$ cat config.mk
export PLATFORM = sky130hd
export DESIGN_NAME = aura_mixer
export DESIGN_NICKNAME = d
export VERILOG_FILES = /design/src/rtl/aura_pkg.sv /design/src/rtl/aura_mac_lane.sv /design/src/rtl/aura_mixer.sv
export SDC_FILE = /design/constraint.sdc
export NUM_CORES = 1
export LEC_CHECK = 0
export BUFFER_PORTS_ARGS = -buffer_cell sky130_fd_sc_hd__buf_4
export CAP_MARGIN = 20
export CORE_AREA = 2 2 221 223
export DETAILED_ROUTE_END_ITERATION = 10
export DIE_AREA = 0 0 223 225
export PLACE_DENSITY_LB_ADDON = 0.1
export SYNTH_ARGS = -nofsm -noshare
export SYNTH_HDL_FRONTEND = slang
export SYNTH_SLANG_ARGS = --single-unit
export TNS_END_PERCENT = 100
$ cat constraint.sdc
create_clock -name clk -period 13.5 [get_ports clk]
set_input_delay 1.35 -clock clk [delete_from_list [all_inputs] [get_ports clk]]
set_output_delay 1.35 -clock clk [all_outputs]
set_load 0.005 [all_outputs]
$ cat src/rtl/aura_pkg.sv
// Shared constants, register map helpers and FSM encoding for the AURA stereo mixer.
package aura_pkg;

    localparam logic [7:0] VOL_UNITY = 8'h80;
    localparam int         VOL_BASE  = 0;

    localparam int CLIP_L  = 0;
    localparam int CLIP_R  = 1;
    localparam int OVERRUN = 2;

    typedef enum logic [1:0] {
        IDLE = 2'd0,
        MAC  = 2'd1,
        OUT  = 2'd2
    } state_e;

    // Status sits directly after the two volume registers of every channel.
    function automatic int status_addr(input int nch);
        return VOL_BASE + 2 * nch;
    endfunction

    function automatic int acc_w(input int nch, input int sw, input int vw);
        return sw + vw + $clog2(nch) + 1;
    endfunction

endpackage

$ cat src/rtl/aura_mac_lane.sv
// One side of the mixer: scales each sample by its volume, accumulates, and saturates.
module aura_mac_lane
    import aura_pkg::*;
#(
    parameter int NCH = 4,
    parameter int SW  = 16,
    parameter int VW  = 8
) (
    input  logic          clk,
    input  logic          resetn,
    input  logic          clr_i,
    input  logic          mac_i,
    input  logic          out_i,
    input  logic [SW-1:0] smp_i,
    input  logic [VW-1:0] vol_i,
    output logic [SW-1:0] chan_o,
    output logic          clip_o
);

    localparam int ACC_W = acc_w(NCH, SW, VW);
    localparam logic signed [ACC_W-1:0] MAXV = {{(ACC_W-SW+1){1'b0}}, {(SW-1){1'b1}}};
    localparam logic signed [ACC_W-1:0] MINV = {{(ACC_W-SW+1){1'b1}}, {(SW-1){1'b0}}};

    logic signed [SW+VW:0]  prod;
    logic signed [SW+VW:0]  scaled;
    logic signed [ACC_W-1:0] acc_add;
    logic signed [ACC_W-1:0] acc_q, acc_d;
    logic        [SW-1:0]    chan_q;
    logic        [SW:0]      sat_res;

    // Returns {clipped, saturated sample}.
    function automatic logic [SW:0] sat(input logic signed [ACC_W-1:0] a);
        if (a > MAXV) return {1'b1, 1'b0, {(SW-1){1'b1}}};
        if (a < MINV) return {1'b1, 1'b1, {(SW-1){1'b0}}};
        return {1'b0, a[SW-1:0]};
    endfunction

    assign prod    = $signed({{(VW+1){smp_i[SW-1]}}, smp_i}) * $signed({{SW{1'b0}}, vol_i});
    assign scaled  = prod >>> (VW-1);
    assign acc_add = {{(ACC_W-SW-VW-1){scaled[SW+VW]}}, scaled};
    assign sat_res = sat(acc_q);

    always_comb begin
        acc_d = acc_q;
        if (clr_i)      acc_d = '0;
        else if (mac_i) acc_d = acc_q + acc_add;
    end

    always_ff @(posedge clk or negedge resetn) begin
        if (!resetn) begin
            acc_q  <= '0;
            chan_q <= '0;
        end else begin
            acc_q <= acc_d;
            if (out_i) chan_q <= sat_res[SW-1:0];
        end
    end

    assign chan_o = chan_q;
    assign clip_o = out_i & sat_res[SW];

endmodule

$ cat src/rtl/aura_mixer.sv
// N-channel stereo mixer: volume register file, frame FSM with input snapshot,
// and one time-multiplexed MAC lane per side.
module aura_mixer
    import aura_pkg::*;
#(
    parameter int          NCH       = 4,
    parameter int          SW        = 16,
    parameter int          VW        = 8,
    parameter logic [VW-1:0] VOL_RESET = 8'h40,
    localparam int         AW        = $clog2(2*NCH+1)
) (
    input  logic              clk,
    input  logic              resetn,
    input  logic [NCH*SW-1:0] smp_l_i,
    input  logic [NCH*SW-1:0] smp_r_i,
    input  logic              start_i,
    input  logic              reg_we_i,
    input  logic [AW-1:0]     reg_addr_i,
    input  logic [VW-1:0]     reg_wdata_i,
    output logic [VW-1:0]     reg_rdata_o,
    output logic [SW-1:0]     l_chan_o,
    output logic [SW-1:0]     r_chan_o,
    output logic              strobe_o,
    output logic              busy_o
);

    localparam int            CW          = $clog2(NCH);
    localparam logic [AW-1:0] STATUS_ADDR = AW'(status_addr(NCH));

    state_e              state_q;
    logic [CW-1:0]       ch_q;
    logic                strobe_q;
    logic [NCH*SW-1:0]   snap_l_q, snap_r_q;
    logic [VW-1:0]       vol_l_q [NCH];
    logic [VW-1:0]       vol_r_q [NCH];
    logic [VW-1:0]       svol_l_q [NCH];
    logic [VW-1:0]       svol_r_q [NCH];
    logic [2:0]          status_q, status_d;
    logic                clr_acc, do_mac, do_out, clip_l, clip_r, overrun;

    assign clr_acc = (state_q == IDLE) && start_i;
    assign do_mac  = (state_q == MAC);
    assign do_out  = (state_q == OUT);
    assign overrun = (state_q != IDLE) && start_i;

    always_ff @(posedge clk or negedge resetn) begin
        if (!resetn) begin
            state_q  <= IDLE;
            ch_q     <= '0;
            strobe_q <= 1'b0;
            snap_l_q <= '0;
            snap_r_q <= '0;
            for (int k = 0; k < NCH; k++) begin
                svol_l_q[k] <= '0;
                svol_r_q[k] <= '0;
            end
        end else begin
            strobe_q <= 1'b0;
            case (state_q)
                IDLE: if (start_i) begin
                    snap_l_q <= smp_l_i;
                    snap_r_q <= smp_r_i;
                    for (int k = 0; k < NCH; k++) begin
                        svol_l_q[k] <= vol_l_q[k];
                        svol_r_q[k] <= vol_r_q[k];
                    end
                    ch_q    <= '0;
                    state_q <= MAC;
                end
                MAC: begin
                    ch_q <= ch_q + CW'(1);
                    if (ch_q == CW'(NCH-1)) state_q <= OUT;
                end
                OUT: begin
                    strobe_q <= 1'b1;
                    state_q  <= IDLE;
                end
                default: state_q <= IDLE;
            endcase
        end
    end

    always_ff @(posedge clk or negedge resetn) begin
        if (!resetn) begin
            for (int k = 0; k < NCH; k++) begin
                vol_l_q[k] <= VOL_RESET;
                vol_r_q[k] <= VOL_RESET;
            end
        end else if (reg_we_i) begin
            for (int k = 0; k < NCH; k++) begin
                if (reg_addr_i == AW'(2*k))   vol_l_q[k] <= reg_wdata_i;
                if (reg_addr_i == AW'(2*k+1)) vol_r_q[k] <= reg_wdata_i;
            end
        end
    end

    // Clearing write and a new flag in the same cycle: the flag survives.
    always_comb begin
        status_d = status_q;
        if (reg_we_i && reg_addr_i == STATUS_ADDR) status_d = '0;
        if (clip_l)  status_d[CLIP_L]  = 1'b1;
        if (clip_r)  status_d[CLIP_R]  = 1'b1;
        if (overrun) status_d[OVERRUN] = 1'b1;
    end

    always_ff @(posedge clk or negedge resetn) begin
        if (!resetn) status_q <= '0;
        else         status_q <= status_d;
    end

    always_comb begin
        reg_rdata_o = '0;
        for (int k = 0; k < NCH; k++) begin
            if (reg_addr_i == AW'(2*k))   reg_rdata_o = vol_l_q[k];
            if (reg_addr_i == AW'(2*k+1)) reg_rdata_o = vol_r_q[k];
        end
        if (reg_addr_i == STATUS_ADDR) reg_rdata_o = {{(VW-3){1'b0}}, status_q};
    end

    aura_mac_lane #(.NCH(NCH), .SW(SW), .VW(VW)) u_lane_l (
        .clk    (clk),
        .resetn (resetn),
        .clr_i  (clr_acc),
        .mac_i  (do_mac),
        .out_i  (do_out),
        .smp_i  (snap_l_q[ch_q*SW +: SW]),
        .vol_i  (svol_l_q[ch_q]),
        .chan_o (l_chan_o),
        .clip_o (clip_l)
    );

    aura_mac_lane #(.NCH(NCH), .SW(SW), .VW(VW)) u_lane_r (
        .clk    (clk),
        .resetn (resetn),
        .clr_i  (clr_acc),
        .mac_i  (do_mac),
        .out_i  (do_out),
        .smp_i  (snap_r_q[ch_q*SW +: SW]),
        .vol_i  (svol_r_q[ch_q]),
        .chan_o (r_chan_o),
        .clip_o (clip_r)
    );

    assign strobe_o = strobe_q;
    assign busy_o   = (state_q != IDLE);

endmodule

Word-level counts from Yosys, hierarchy flattened:

Index checks and enable logic that the tools add are counted.

* logic and storage cells: 121
* output and inout bits: 42
* bits in registers: 350
* input bits: 144

* shift operators: 2
* magnitude comparators: 5
* reductions and logical operators: 22
* muxes and demuxes: 43
* equality and inequality tests: 13
* bitwise operators: 3
* $mul: 2
* add/sub/neg operators: 3

Operators with widths (count)
* 2-to-1 mux 17 bit: 8
* indexed part select 64 x 7 -> 16 bit: 2
* 2-to-1 mux 27 bit: 4
* 2-to-1 mux 8 bit: 13
* adder 27 x 18 -> 27 bit: 2
* > comparator 27 x 16 -> 1 bit, second input constant: 2
* less-than comparator 27 x 16 -> 1 bit, second input constant: 2
* multiplier 16 x 9 -> 25 bit: 2
* binary-select mux 8 bit (select 2 bit): 2
* AND reduction 2 bit: 11
* == test 4 x 3 -> 1 bit, second input constant: 4
* nonzero test 2 bit: 6
* 2-to-1 mux 1 bit: 10
* == test 4 x 2 -> 1 bit, second input constant: 2
* case mux 2 bit (2 select lines): 2
* 2-to-1 mux 2 bit: 3
* == test 2 bit, second input constant: 2
* == test 4 x 1 -> 1 bit, second input constant: 1
* == test 4 bit, second input constant: 1
* logical NOT 4 bit: 1
* >= comparator 3 bit, second input constant: 1
* logical AND 1 bit: 3
* 2-to-1 mux 3 bit: 1
* NOT 2 -> 3 bit: 1
* other kinds (6): 7

Depth between registers and ports, before layout:

* word-level depth: 10
* gate-level depth with buffers: 37
* depth with buffers taken out: 33

Modules after synthesis:

Synthesis repeated with hierarchy kept, for this count alone.

* cells, all modules: 2798
* area, all modules: 26539.2 um2

By module, submodules not included
* aura_mixer: times used 1, area each 11662.4 um2, sequential area each 6616.3 um2, cells an instance 1121
* aura_mac_lane (u_lane_r): times used 1, area each 7439.6 um2, sequential area each 1076.0 um2, cells an instance 840
* aura_mac_lane (u_lane_l): times used 1, area each 7437.1 um2, sequential area each 1076.0 um2, cells an instance 837

Worst setup path before layout:

No wires, ideal clock.

* path kind: register to register
* start: register ch_q[0]
* end: register u_lane_l.acc_q[26]
* setup time: 83 ps
* clock period less this slack: 8770 ps
* stages on the path, launching flop included: 34
* setup slack: 4730 ps
* required time: 13417 ps
* data arrival time: 8688 ps
* buffers on the path: 4
* cells stage by stage: dfrtp_1 buf_6 buf_2 buf_1 buf_1 mux4_2 and2_1 fa_1 fa_1 fa_1 inv_1 fa_1 inv_1 ha_1 or3_1 o21bai_1 a41oi_1 o31ai_2 and3_1 o21ai_0 nand2b_1 a21o_1 a21oi_1 xnor2_1 ha_1 a21o_1 a21o_1 a221oi_1 a21oi_1 a31oi_1 o41ai_1 xnor2_1 or3_1 o21ai_0

* cells in the longest elaborated chain, start to end: 8
* elaborated cells on any way between the ends: 9
* classes of those cells: add/sub (1); mul (1); shift (1); mux (5); bitwise (1)

Ends and longest elaborated chain
* start: declaration: RTL line aura_mixer.sv:31 `logic [CW-1:0] ch_q;`
* start signal: assignment: RTL line aura_mixer.sv:71 `ch_q <= ch_q + CW'(1);`
* branches (longest 4 deep; another with indexed part select 64 x 7 -> 16 bit)
* multiplier 16 x 9 -> 25 bit *: RTL line aura_mac_lane.sv:38 `assign prod = $signed({{(VW+1){smp_i[SW-1]}}, smp_i}) * $signed({{SW{1'b0}}, vol_i});`
* adder 27 x 18 -> 27 bit *: RTL line aura_mac_lane.sv:46 `else if (mac_i) acc_d = acc_q + acc_add;`
* 2-to-1 mux 27 bit *: RTL line aura_mac_lane.sv:46
* 2-to-1 mux 27 bit *: RTL line aura_mac_lane.sv:45 `if (clr_i) acc_d = '0;`
* end signal: assignment: RTL line aura_mac_lane.sv:51 `acc_q <= '0;`
* end signal: assignment: RTL line aura_mac_lane.sv:54 `acc_q <= acc_d;`
* end: declaration: RTL line aura_mac_lane.sv:27 `logic signed [ACC_W-1:0] acc_q, acc_d;`

Mark *: on every way between the ends. The select of a mux whose other input is x is not followed.
A chain may end at the register's enable or synchronous reset.

Worst setup path in the final report:

* start: register ch_q[0]
* end: register u_lane_r.acc_q[26]

* cells in the longest elaborated chain, start to end: 8
* elaborated cells on any way between the ends: 9
* classes of those cells: add/sub (1); mul (1); shift (1); mux (5); bitwise (1)

Ends and longest elaborated chain (RTL line)
* branches (longest 4 deep; another with indexed part select 64 x 7 -> 16 bit)
* multiplier 16 x 9 -> 25 bit *: aura_mac_lane.sv:38
* adder 27 x 18 -> 27 bit *: aura_mac_lane.sv:46
* 2-to-1 mux 27 bit *: aura_mac_lane.sv:46
* 2-to-1 mux 27 bit *: aura_mac_lane.sv:45
* end signal: assignment: aura_mac_lane.sv:51
* end signal: assignment: aura_mac_lane.sv:54
* end: declaration: aura_mac_lane.sv:27

Marked as above.

==> results.toml <==
[critical_path]
crit_path_start = "ch_q[0]"
crit_path_end_kind = "register"
worstPathMaxFanout = 28
crit_end = "u_lane_r.acc_q[26]"
reg2reg_to = "u_lane_r.acc_q[26]"
crit_top_cell = "fa_1"
arrival_ns = 9.67
r2r_slack_ns = 4.29
start_kind = "register"
rr_worst_depth = 29
reg2reg_from = "ch_q[0]"
worst_ep_required_time_ns = 13.95
cpPeakStageDelay_ns = 0.77
crit_slowest_cell = "dfrtp_4"
worstSetupPathType = "register to register"

[clock_tree]
htreeDepth = 2
clk_latency_ns = 0.59
cts_resized = 0
numClockSinks = 350
cts_setup_buffers = 0
cts_inserted_buffers = 41
clockBufferDepth = 3
ctsHoldBuffers = 0
cts_tree = "done"
clk_pin_slew_ns = 0.06
cts_root_buf = "clkbuf_16"

[grt]
grt-ovfl-total = 0
grt-busiest-layer = "met2"
grt_use_met3 = 0.0421
grt_max_degree = 162
antenna_found_initial = 1
grt_pass1_wl_mm = 101
grtUsageMet2 = 0.394
grtUsageTotal = 0.249
grt_pass1_vias = 19800
met1_usage = 0.368

[floorplanning]
io_pins = 186
num_rows = 80
die_y_um = 225
die_x_um = 223
die_area_mm2 = 0.0502
start_util = 0.545
core_mm2 = 0.0475

[hold_path]
hp-class = "register to register"
holdPathStages = 2

[yosys]
async_flop_share = 1.00
avgSynthCellArea_um2 = 9.46
yosys.area.top_type_share = 0.330
synthFlopType = "dfrtp_1"
ys_types = 65
synth.area.top_cells = "dfrtp_1, fa_1, nand2_1"
syn_nets = 3234
yosysWarnings = 0
yosysTopAreaCell = "dfrtp_1"
synthCells = 2741
synth_area_mm2 = 0.0259
synth_edf_count = 0
yosys_register_bits = 350
ys_seq_area_frac = 0.338

[final_layout]
final_nets = 3372
fillerInstances = 3986
final_core_util = 0.617
syn2layout_area_growth_pct = 13.2
layout_common_cells = "nand2_1, dfrtp_1, inv_1"
drive_gt1_frac = 0.145
insertedDiodeCount = 0
final_common_cell = "nand2_1"

[sta]
fin_tns_setup_ns = 0
drv_slew = 0
tightest_slew_ns = 0.987
timing.final.crit_share = 0.683
period_needed_ns = 9.21
skew_ns = 0.0348
fmax_mhz = 109
whs_ns = 0.469
rsz0062_at_grt = "false"
relSlewSlack = 0.342
setup_viol_count_final = 0
hold_viol = 0

[drt]
remaining_drc_errors = 0
viasPerCell = 5.42
wl_per_cell_um = 17.3
ant_nets = 0
drt_first_pass_iters = 5
drt_iter0_markers = 1247
via_count = 19100
routed_wirelength_mm = 61.0

[placement]
gp_congestion = 0.861
hpwl_mm = 46.1
io_buffers = 185

[run]
maxCapViolCount = 0

[run_status]
outcome = "finished clean"
per-layer routing:
layer,wire length (µm),vias to the layer above
met5,0,-
met4,905,0
met3,3190,66
met2,27800,449
met1,29100,9450
li1,-,9149
logic make-up after synthesis:
group / count (synthesis) / synth area share
flip-flops: 350 / 0.338
multiplexers: 136 / 0.0861
adder cells (fa/ha/maj): 349 / 0.228
XOR/XNOR: 83 / 0.0286
buffers and inverters: 405 / 0.0592
AND/OR/NAND/NOR: 1091 / 0.183
AO/OA/AOI/OAI: 327 / 0.0771
worst min path at each step:
stage,startpoint,endpoint
2_1_floorplan,status_q[0],status_q[0]
3_3_place_gp,svol_l_q[13],svol_l_q[13]
3_5_place_dp,svol_l_q[14],svol_l_q[14]
4_1_cts,snap_r_q[35],snap_r_q[35]
5_1_grt,svol_r_q[13],svol_r_q[13]
6_report,svol_r_q[13],svol_r_q[13]
flip-flops by register name, indices dropped and copies added, names as in the netlist, 16 cells and up:
| signal | count |
|---|---|
| snap_l_q | 64 |
| snap_r_q | 64 |
| svol_l_q | 32 |
| svol_r_q | 32 |
| vol_l_q | 32 |
| vol_r_q | 32 |
| u_lane_l.acc_q | 27 |
| u_lane_r.acc_q | 27 |
| u_lane_l.chan_o | 16 |
| u_lane_r.chan_o | 16 |
cell type report:
| type | count | area (µm²) | area share |
|---|---|---|---|
| repair buffers | 203 | 1580 | 0.0537 |
| inverters | 297 | 1110 | 0.0380 |
| clock inverters | 15 | 274 | 0.00933 |
| multi-input cells | 1986 | 15600 | 0.533 |
| flip-flops and latches | 350 | 8770 | 0.299 |
| well taps | 615 | 769 | 0.0262 |
| clock buffers | 60 | 1210 | 0.0412 |
synthesized netlist by cell type, types with 11 or more instances:
cell type / number
o21ai_0: 146
clkbuf_1: 94
a21oi_1: 65
nand3_1: 61
inv_1: 297
nand2b_1: 11
and2_1: 144
nand2_1: 770
ha_1: 145
nor3_1: 14
mux4_2: 63
xor2_1: 29
dfrtp_1: 342
a21o_1: 37
mux2_2: 65
o21bai_1: 15
xnor2_1: 52
fa_1: 204
nor2_1: 34
per-stage QoR:
stage          setup WS [ns]  cell area [µm²]  instances
2_1_floorplan           4.73            25900       2741
3_3_place_gp            4.46            27800       3448
3_5_place_dp            4.19            27800       3448
4_1_cts                 4.21            29300       3523
5_1_grt                 3.67            29400       3526
6_report                4.29            29400       3526
worst max-delay path: cells and delay by family, from the launching register on:
| family | cells | cell delay [ns] |
|---|---|---|
| xor+xnor | 1 | 0.11 |
| mux | 1 | 0.75 |
| simple gates | 4 | 0.56 |
| buf+inv | 3 | 0.63 |
| compound gates | 14 | 3.54 |
| fa+ha+maj | 6 | 2.70 |
| flops | 1 | 0.77 |
Power is not shown: default switching activity piles up to over one toggle a cycle in this logic, so the estimate is an artifact.
